`src/rtl/fifo_uart_tx.sv`:
```
// UART transmitter that drains the pop side of a fifo, one word per frame.
// Frame: start bit (0), DATA_WIDTH payload bits LSB first, optional even
// parity bit, STOP_BITS stop bits (1). Each bit lasts CLKS_PER_BIT cycles.
// Optional feature: define FIFO_UART_TX_PARITY_EN to insert an even parity
// bit between the payload and the stop bits.
module fifo_uart_tx #(
  parameter int unsigned DATA_WIDTH   = 8,
  parameter int unsigned CLKS_PER_BIT = 16,
  parameter int unsigned STOP_BITS    = 1
) (
  input  logic                  clk,
  input  logic                  reset,
  input  logic                  pop_valid_i,
  input  logic [DATA_WIDTH-1:0] pop_data_i,
  output logic                  pop_grant_o,
  output logic                  tx_o,
  output logic                  busy_o,
  output logic                  frame_done_o
);

  localparam int unsigned BaudW = (CLKS_PER_BIT > 1) ? $clog2(CLKS_PER_BIT) : 1;
  localparam int unsigned BitW  = (DATA_WIDTH > 1) ? $clog2(DATA_WIDTH) : 1;

  localparam logic [BaudW-1:0] BaudLast = BaudW'(CLKS_PER_BIT - 1);
  localparam logic [BitW-1:0]  DataLast = BitW'(DATA_WIDTH - 1);
  // The bit counter is reused to count stop bits; STOP_BITS <= 2 always fits.
  localparam logic [BitW-1:0]  StopLast = BitW'(STOP_BITS - 1);

  if (STOP_BITS < 1 || STOP_BITS > 2) begin : g_bad_stop_bits
    $error("fifo_uart_tx: STOP_BITS must be 1 or 2");
  end
  if (CLKS_PER_BIT < 2) begin : g_bad_clks_per_bit
    $error("fifo_uart_tx: CLKS_PER_BIT must be >= 2");
  end

  typedef enum logic [2:0] {
    StIdle,
    StStart,
    StData,
`ifdef FIFO_UART_TX_PARITY_EN
    StParity,
`endif
    StStop
  } state_e;

  state_e                  state_q, state_d;
  logic [BaudW-1:0]        baud_q, baud_d;
  logic [BitW-1:0]         bit_q, bit_d;
  logic [DATA_WIDTH-1:0]   shreg_q, shreg_d;
  logic                    tx_q, tx_d;
  logic                    baud_end;

`ifdef FIFO_UART_TX_PARITY_EN
  logic                    parity_q, parity_d;
`endif

  assign baud_end = (baud_q == BaudLast);

  // Next-state logic: bit timing, payload shifting and frame sequencing.
  always_comb begin
    state_d = state_q;
    baud_d  = baud_q;
    bit_d   = bit_q;
    shreg_d = shreg_q;
`ifdef FIFO_UART_TX_PARITY_EN
    parity_d = parity_q;
`endif
    unique case (state_q)
      StIdle: begin
        // pop_grant_o is high here whenever reset is low, so valid alone
        // decides the transfer.
        if (pop_valid_i) begin
          shreg_d = pop_data_i;
          state_d = StStart;
          baud_d  = '0;
          bit_d   = '0;
`ifdef FIFO_UART_TX_PARITY_EN
          parity_d = ^pop_data_i;
`endif
        end
      end
      StStart: begin
        if (baud_end) begin
          baud_d  = '0;
          state_d = StData;
        end else begin
          baud_d = baud_q + 1'b1;
        end
      end
      StData: begin
        if (baud_end) begin
          baud_d  = '0;
          shreg_d = shreg_q >> 1;
          if (bit_q == DataLast) begin
            bit_d = '0;
`ifdef FIFO_UART_TX_PARITY_EN
            state_d = StParity;
`else
            state_d = StStop;
`endif
          end else begin
            bit_d = bit_q + 1'b1;
          end
        end else begin
          baud_d = baud_q + 1'b1;
        end
      end
`ifdef FIFO_UART_TX_PARITY_EN
      StParity: begin
        if (baud_end) begin
          baud_d  = '0;
          state_d = StStop;
        end else begin
          baud_d = baud_q + 1'b1;
        end
      end
`endif
      StStop: begin
        if (baud_end) begin
          baud_d = '0;
          if (bit_q == StopLast) begin
            bit_d   = '0;
            state_d = StIdle;
          end else begin
            bit_d = bit_q + 1'b1;
          end
        end else begin
          baud_d = baud_q + 1'b1;
        end
      end
      default: begin
        state_d = StIdle;
        baud_d  = '0;
        bit_d   = '0;
      end
    endcase
  end

  // Line level for the next cycle, derived from where the FSM is heading so
  // that tx_o is registered yet changes on the same edge as the state.
  always_comb begin
    tx_d = 1'b1;
    unique case (state_d)
      StStart:  tx_d = 1'b0;
      StData:   tx_d = shreg_d[0];
`ifdef FIFO_UART_TX_PARITY_EN
      StParity: tx_d = parity_q;
`endif
      default:  tx_d = 1'b1;
    endcase
  end

  // State and datapath registers; reset returns the line to idle at once.
  always_ff @(posedge clk or posedge reset) begin
    if (reset) begin
      state_q <= StIdle;
      baud_q  <= '0;
      bit_q   <= '0;
      shreg_q <= '0;
      tx_q    <= 1'b1;
    end else begin
      state_q <= state_d;
      baud_q  <= baud_d;
      bit_q   <= bit_d;
      shreg_q <= shreg_d;
      tx_q    <= tx_d;
    end
  end

`ifdef FIFO_UART_TX_PARITY_EN
  // Even parity of the payload, latched when the word is captured.
  always_ff @(posedge clk or posedge reset) begin
    if (reset) begin
      parity_q <= 1'b0;
    end else begin
      parity_q <= parity_d;
    end
  end
`endif

  assign pop_grant_o  = (state_q == StIdle) & ~reset;
  assign tx_o         = tx_q;
  assign busy_o       = (state_q != StIdle);
  assign frame_done_o = (state_q == StStop) & baud_end & (bit_q == StopLast);

endmodule

```
`config.mk`:
```
export PLATFORM = sky130hd
export DESIGN_NAME = fifo_uart_tx
export DESIGN_NICKNAME = d
export VERILOG_FILES = /design/src/rtl/fifo_uart_tx.sv
export SDC_FILE = /design/constraint.sdc
export NUM_CORES = 1
export LEC_CHECK = 0
export BUFFER_PORTS_ARGS = -buffer_cell sky130_fd_sc_hd__buf_2
export CAP_MARGIN = 30
export CORE_MARGIN = 2
export CORE_UTILIZATION = 55
export CTS_BUF_LIST = sky130_fd_sc_hd__clkbuf_4
export CTS_CLUSTER_SIZE = 8
export DETAILED_ROUTE_END_ITERATION = 10
export PLACE_DENSITY = 0.82
export SLEW_MARGIN = 20
export SYNTH_ARGS = -nofsm -noshare
export SYNTH_HDL_FRONTEND = slang
export SYNTH_SLANG_ARGS = --single-unit
```
`constraint.sdc`:
```
create_clock -name clk -period 3.3 [get_ports clk]
set_input_delay 0.99 -clock clk [delete_from_list [all_inputs] [get_ports clk]]
set_output_delay 0.99 -clock clk [all_outputs]
set_load 0.02 [all_outputs]
```
==> summary.md <==
| Metric | Value |
|---|---|
| GRT overflow | 0 |
| Compound-Gate Fraction of Synth Area | 22.3% |
| WS Path Type | reg -> out |
| Most common cell in the netlist | dfrtp_1 |
| Largest stage delay, worst path | 0.57 ns |
| Post-CTS sizing | 0 |
| Core ar. | around 1700 µm² |
| Hold Crit Start | shreg_q[5] |
| Period utilization | 78.6% |
| Status | complete, no violations |
| Sequential power share | 60.1% |
| Logic pwr share | 12.3% |
| Hold bufs inserted after CTS | 0 |
| Simple-gate area share of the yosys netlist | between 20% and 30% |
| Sw Ratio | roughly a quarter |
| DR vias | 821 |
| Layout Nets | 133 |
| Post-Synth Adder-Cell Area | 4.90% |
| Final hold vios | 0 |
| H-tree levels | 1 |
| RSZ-0062 raised after global routing | no |
| Instance count on the critical path | 3 |
| Dpl cell area | 1120 µm² |
| Register area | around 480 µm² |
| Yosys cell types | 33 |
| Reg2Reg Depth | 4 |
| Design area | 1150 µm² |
| DR DRC count | 0 |
| Max Clock Skew | 0.00727 ns |
| Pins Over Slew Limit | 0 |
| Data required, critical path | 2.31 ns |
| P&R area growth vs syn | 12.4% |
| Largest net degree at the start of global routing | 20 |
| Clock root buffer | clkbuf_4 |
| Pwr/cell area | 390 nW/µm² |
| Setup TNS | 0 ns |
| I/O pin total | 15 |
| Leading area contributor after synthesis | dfrtp_1 |
| Multi-input gate area | slightly above 500 µm² |
| Ys async rst share | between 90% and 100% |
| Share of the synthesized area in the top cell type | 44.1% |
| GPL Wtd Cong | 0.841 |
| Startpoint Class | flop |
| Number of global-route vias before repair | ~660 |
| WL final | 1840 µm |
| Worst Max-Slew Pin Slew | around 0.70 ns |
| Minimum clock period | 2.59 ns |
| Ant. Diodes | 0 |
| Max Cap Viol | 0 |
| Commonest cells in the netlist | dfrtp_1, o21ai_0, nand2_1 |
| CTS tree | yes |
| Wire length per cell | around 13 µm |
| Net Switching | 0.000113 W |
| Largest family of logic cells by synthesized area | compound AO/OA/AOI/OAI gates |
| Worst setup startpoint | state_q[2] |
| Critical Path, Cell by Cell | or3_1 -> nor2_1 -> buf_2 |
| Detailed router's first-iteration violation count | 14 |
| WP buf/inv | 1 |
| Mux contribution to synthesized area | 0% |
| Num CTS Buffers | 3 |
| Mapped Avg Cell Area | 10.0 µm² |
| # clock sinks | 19 |
| Horizontal die dimension | 47.1 µm |
| Synth Instances | 102 |
| Main flop type after synthesis | dfrtp_1 |
| First-pass GRT wire length | 2950 µm |
| Reg-to-Reg Start | baud_q[0] |
| Hold Path Depth | 1 |
| Port bufs | 14 |
| Starting Density | 58.6% |
| Clock Power Share | 27.6% |
| Number of cell rows | 15 |
| Post-synthesis register bit count | 19 |
| Int Power | 0.000335 W |
| Clock-pin slew on the worst setup and hold paths | 0.11 ns |
| Post-CTS setup repair buffer count | 0 |
| Delay-heaviest family, CP | simple AND/OR/NAND/NOR gates |
| Clk_lat worst skew | just under 0.3 ns |
| Crit path max fanout | 14 |
| Clk buf depth | 2 |
| Post-route antenna net violation count | 0 |
| Rel. slew slack | roughly 53% |
| Via density | 5.78 |
| Finished Layout Cells | around 140 |
| Final setup vio count | 0 |
| Leakage power | between 0.5 and 0.6 nW |
| Number of enable flip-flop cells after synthesis | 0 |
| Final HPWL DP | between 1000 and 1500 µm |
| FILL cells | 154 |
| First-pass DRT Iterations | 4 |
| CP Capture Type | output port |
| Layout cells sized above 1 | a little over a fifth |
| Inst Count DP | about 140 |
| Worst EP arrival | 1.60 ns |
| Initial antenna violation count | 0 |
| DIE HEIGHT | roughly 47 µm |
| Hold WC Path Type | reg -> reg |
| Ys Warns | 0 |
| Main area contributors after synthesis | dfrtp_1, a22o_1, ha_1 |
| Sequential area share after synthesis | 46.6% |
| Post-synthesis xor/xnor area fraction | 0% |
| CP max-delay cell | dfrtp_1 |
| Fmax | 386 MHz |
| Max VDD drop | ~190 µV |
| Die area | ~2200 µm² |
| Total GRT Usage | between 10% and 20% |
| Post-Syn Area | 1020 µm² |
| Syn Nets | 117 |
cells in the final DEF (no fill, tap or decap), types with 2 or more instances in the layout:
| master | netlist | layout |
|---|---|---|
| a21o_1 | 6 | 6 |
| or3_1 | 2 | 2 |
| nand3_1 | 3 | 3 |
| nand3b_1 | 3 | 3 |
| a22o_1 | 6 | 6 |
| buf_2 | 3 | 14 |
| a21oi_1 | 2 | 2 |
| nand2b_1 | 4 | 4 |
| o41ai_1 | 2 | 2 |
| nor2_1 | 7 | 7 |
| nand2_1 | 8 | 8 |
| clkbuf_4 | 0 | 4 |
| o21ai_0 | 9 | 9 |
| inv_1 | 6 | 6 |
| ha_1 | 4 | 4 |
| dfrtp_1 | 18 | 18 |
per-layer routing:
layer	GRT usage [%]	wire length (µm)	vias to the layer above
met3	4.62	69	4
met1	25.2	861	392
li1	-	-	403
met4	8.33	19	0
met2	31.2	890	22
met5	0	0	-
worst register-to-register path, cell delays in order, from the launching register on:
cell      delay, ns
dfrtp_1        0.42
ha_1           0.25
and3_1         0.24
a221oi_1       0.64
o21ai_0        0.23
area by class of cell:
cell class                      count  share of cell area [%]
Inverter                            6                    1.96
Multi-Input combinational cell     73                    44.4
Timing Repair Buffer               15                    6.75
Tap cell                           25                    2.72
Clock buffer                        4                    2.61
Sequential cell                    19                    41.5
final timing paths:
path	slack (ns)	end
worst min-delay path	0.49	shreg_q[5]
worst max-delay path	0.71	pop_grant_o
min in group asynchronous	0.80	baud_q[2]
worst min register to register	0.49	shreg_q[5]
max in group asynchronous	2.05	shreg_q[7]
worst max register to register	1.36	bit_q[0]
stage by stage:
| step | util, % | total power [W] | setup slack, ns | hold WS (ns) |
|---|---|---|---|---|
| detailed placement | 64.1 | 0.000330 | 0.968 | 0.471 |
| CTS | 65.8 | 0.000453 | 0.723 | 0.496 |
| global placement | 64.1 | 0.000327 | 0.976 | 0.460 |
| global route | 65.8 | 0.000475 | 0.587 | 0.505 |
| floorplan | - | 0.000310 | 0.846 | 0.450 |
| finish | 65.8 | 0.000448 | 0.707 | 0.494 |
kinds of logic (layout without fill, tap and decap cells):
group,count (synthesis),count (layout)
and+or+nand+nor,37,37
AOI/OAI and AO/OA,31,31
DFF,19,19
buffers and inverters,10,25
adders and majority gates,4,4
other,1,1
power groups by stage:
| stage | clock (W) | sequential, W | combinational (W) |
|---|---|---|---|
| after floorplan | 0 | 0.000269 | 0.0000411 |
| after global placement | 0 | 0.000273 | 0.0000539 |
| after detailed placement | 0 | 0.000274 | 0.0000560 |
| after CTS | 0.000128 | 0.000269 | 0.0000564 |
| after global routing | 0.000141 | 0.000272 | 0.0000618 |
| final | 0.000124 | 0.000269 | 0.0000551 |
state kept, by name, summed over array words and instances, names as in the netlist:
| signal | count |
|---|---|
| shreg_q | 8 |
| baud_q | 4 |
| tx_o | 1 |
| bit_q | 3 |
| state_q | 3 |
Note: power is estimated with default switching activity, not from simulation.
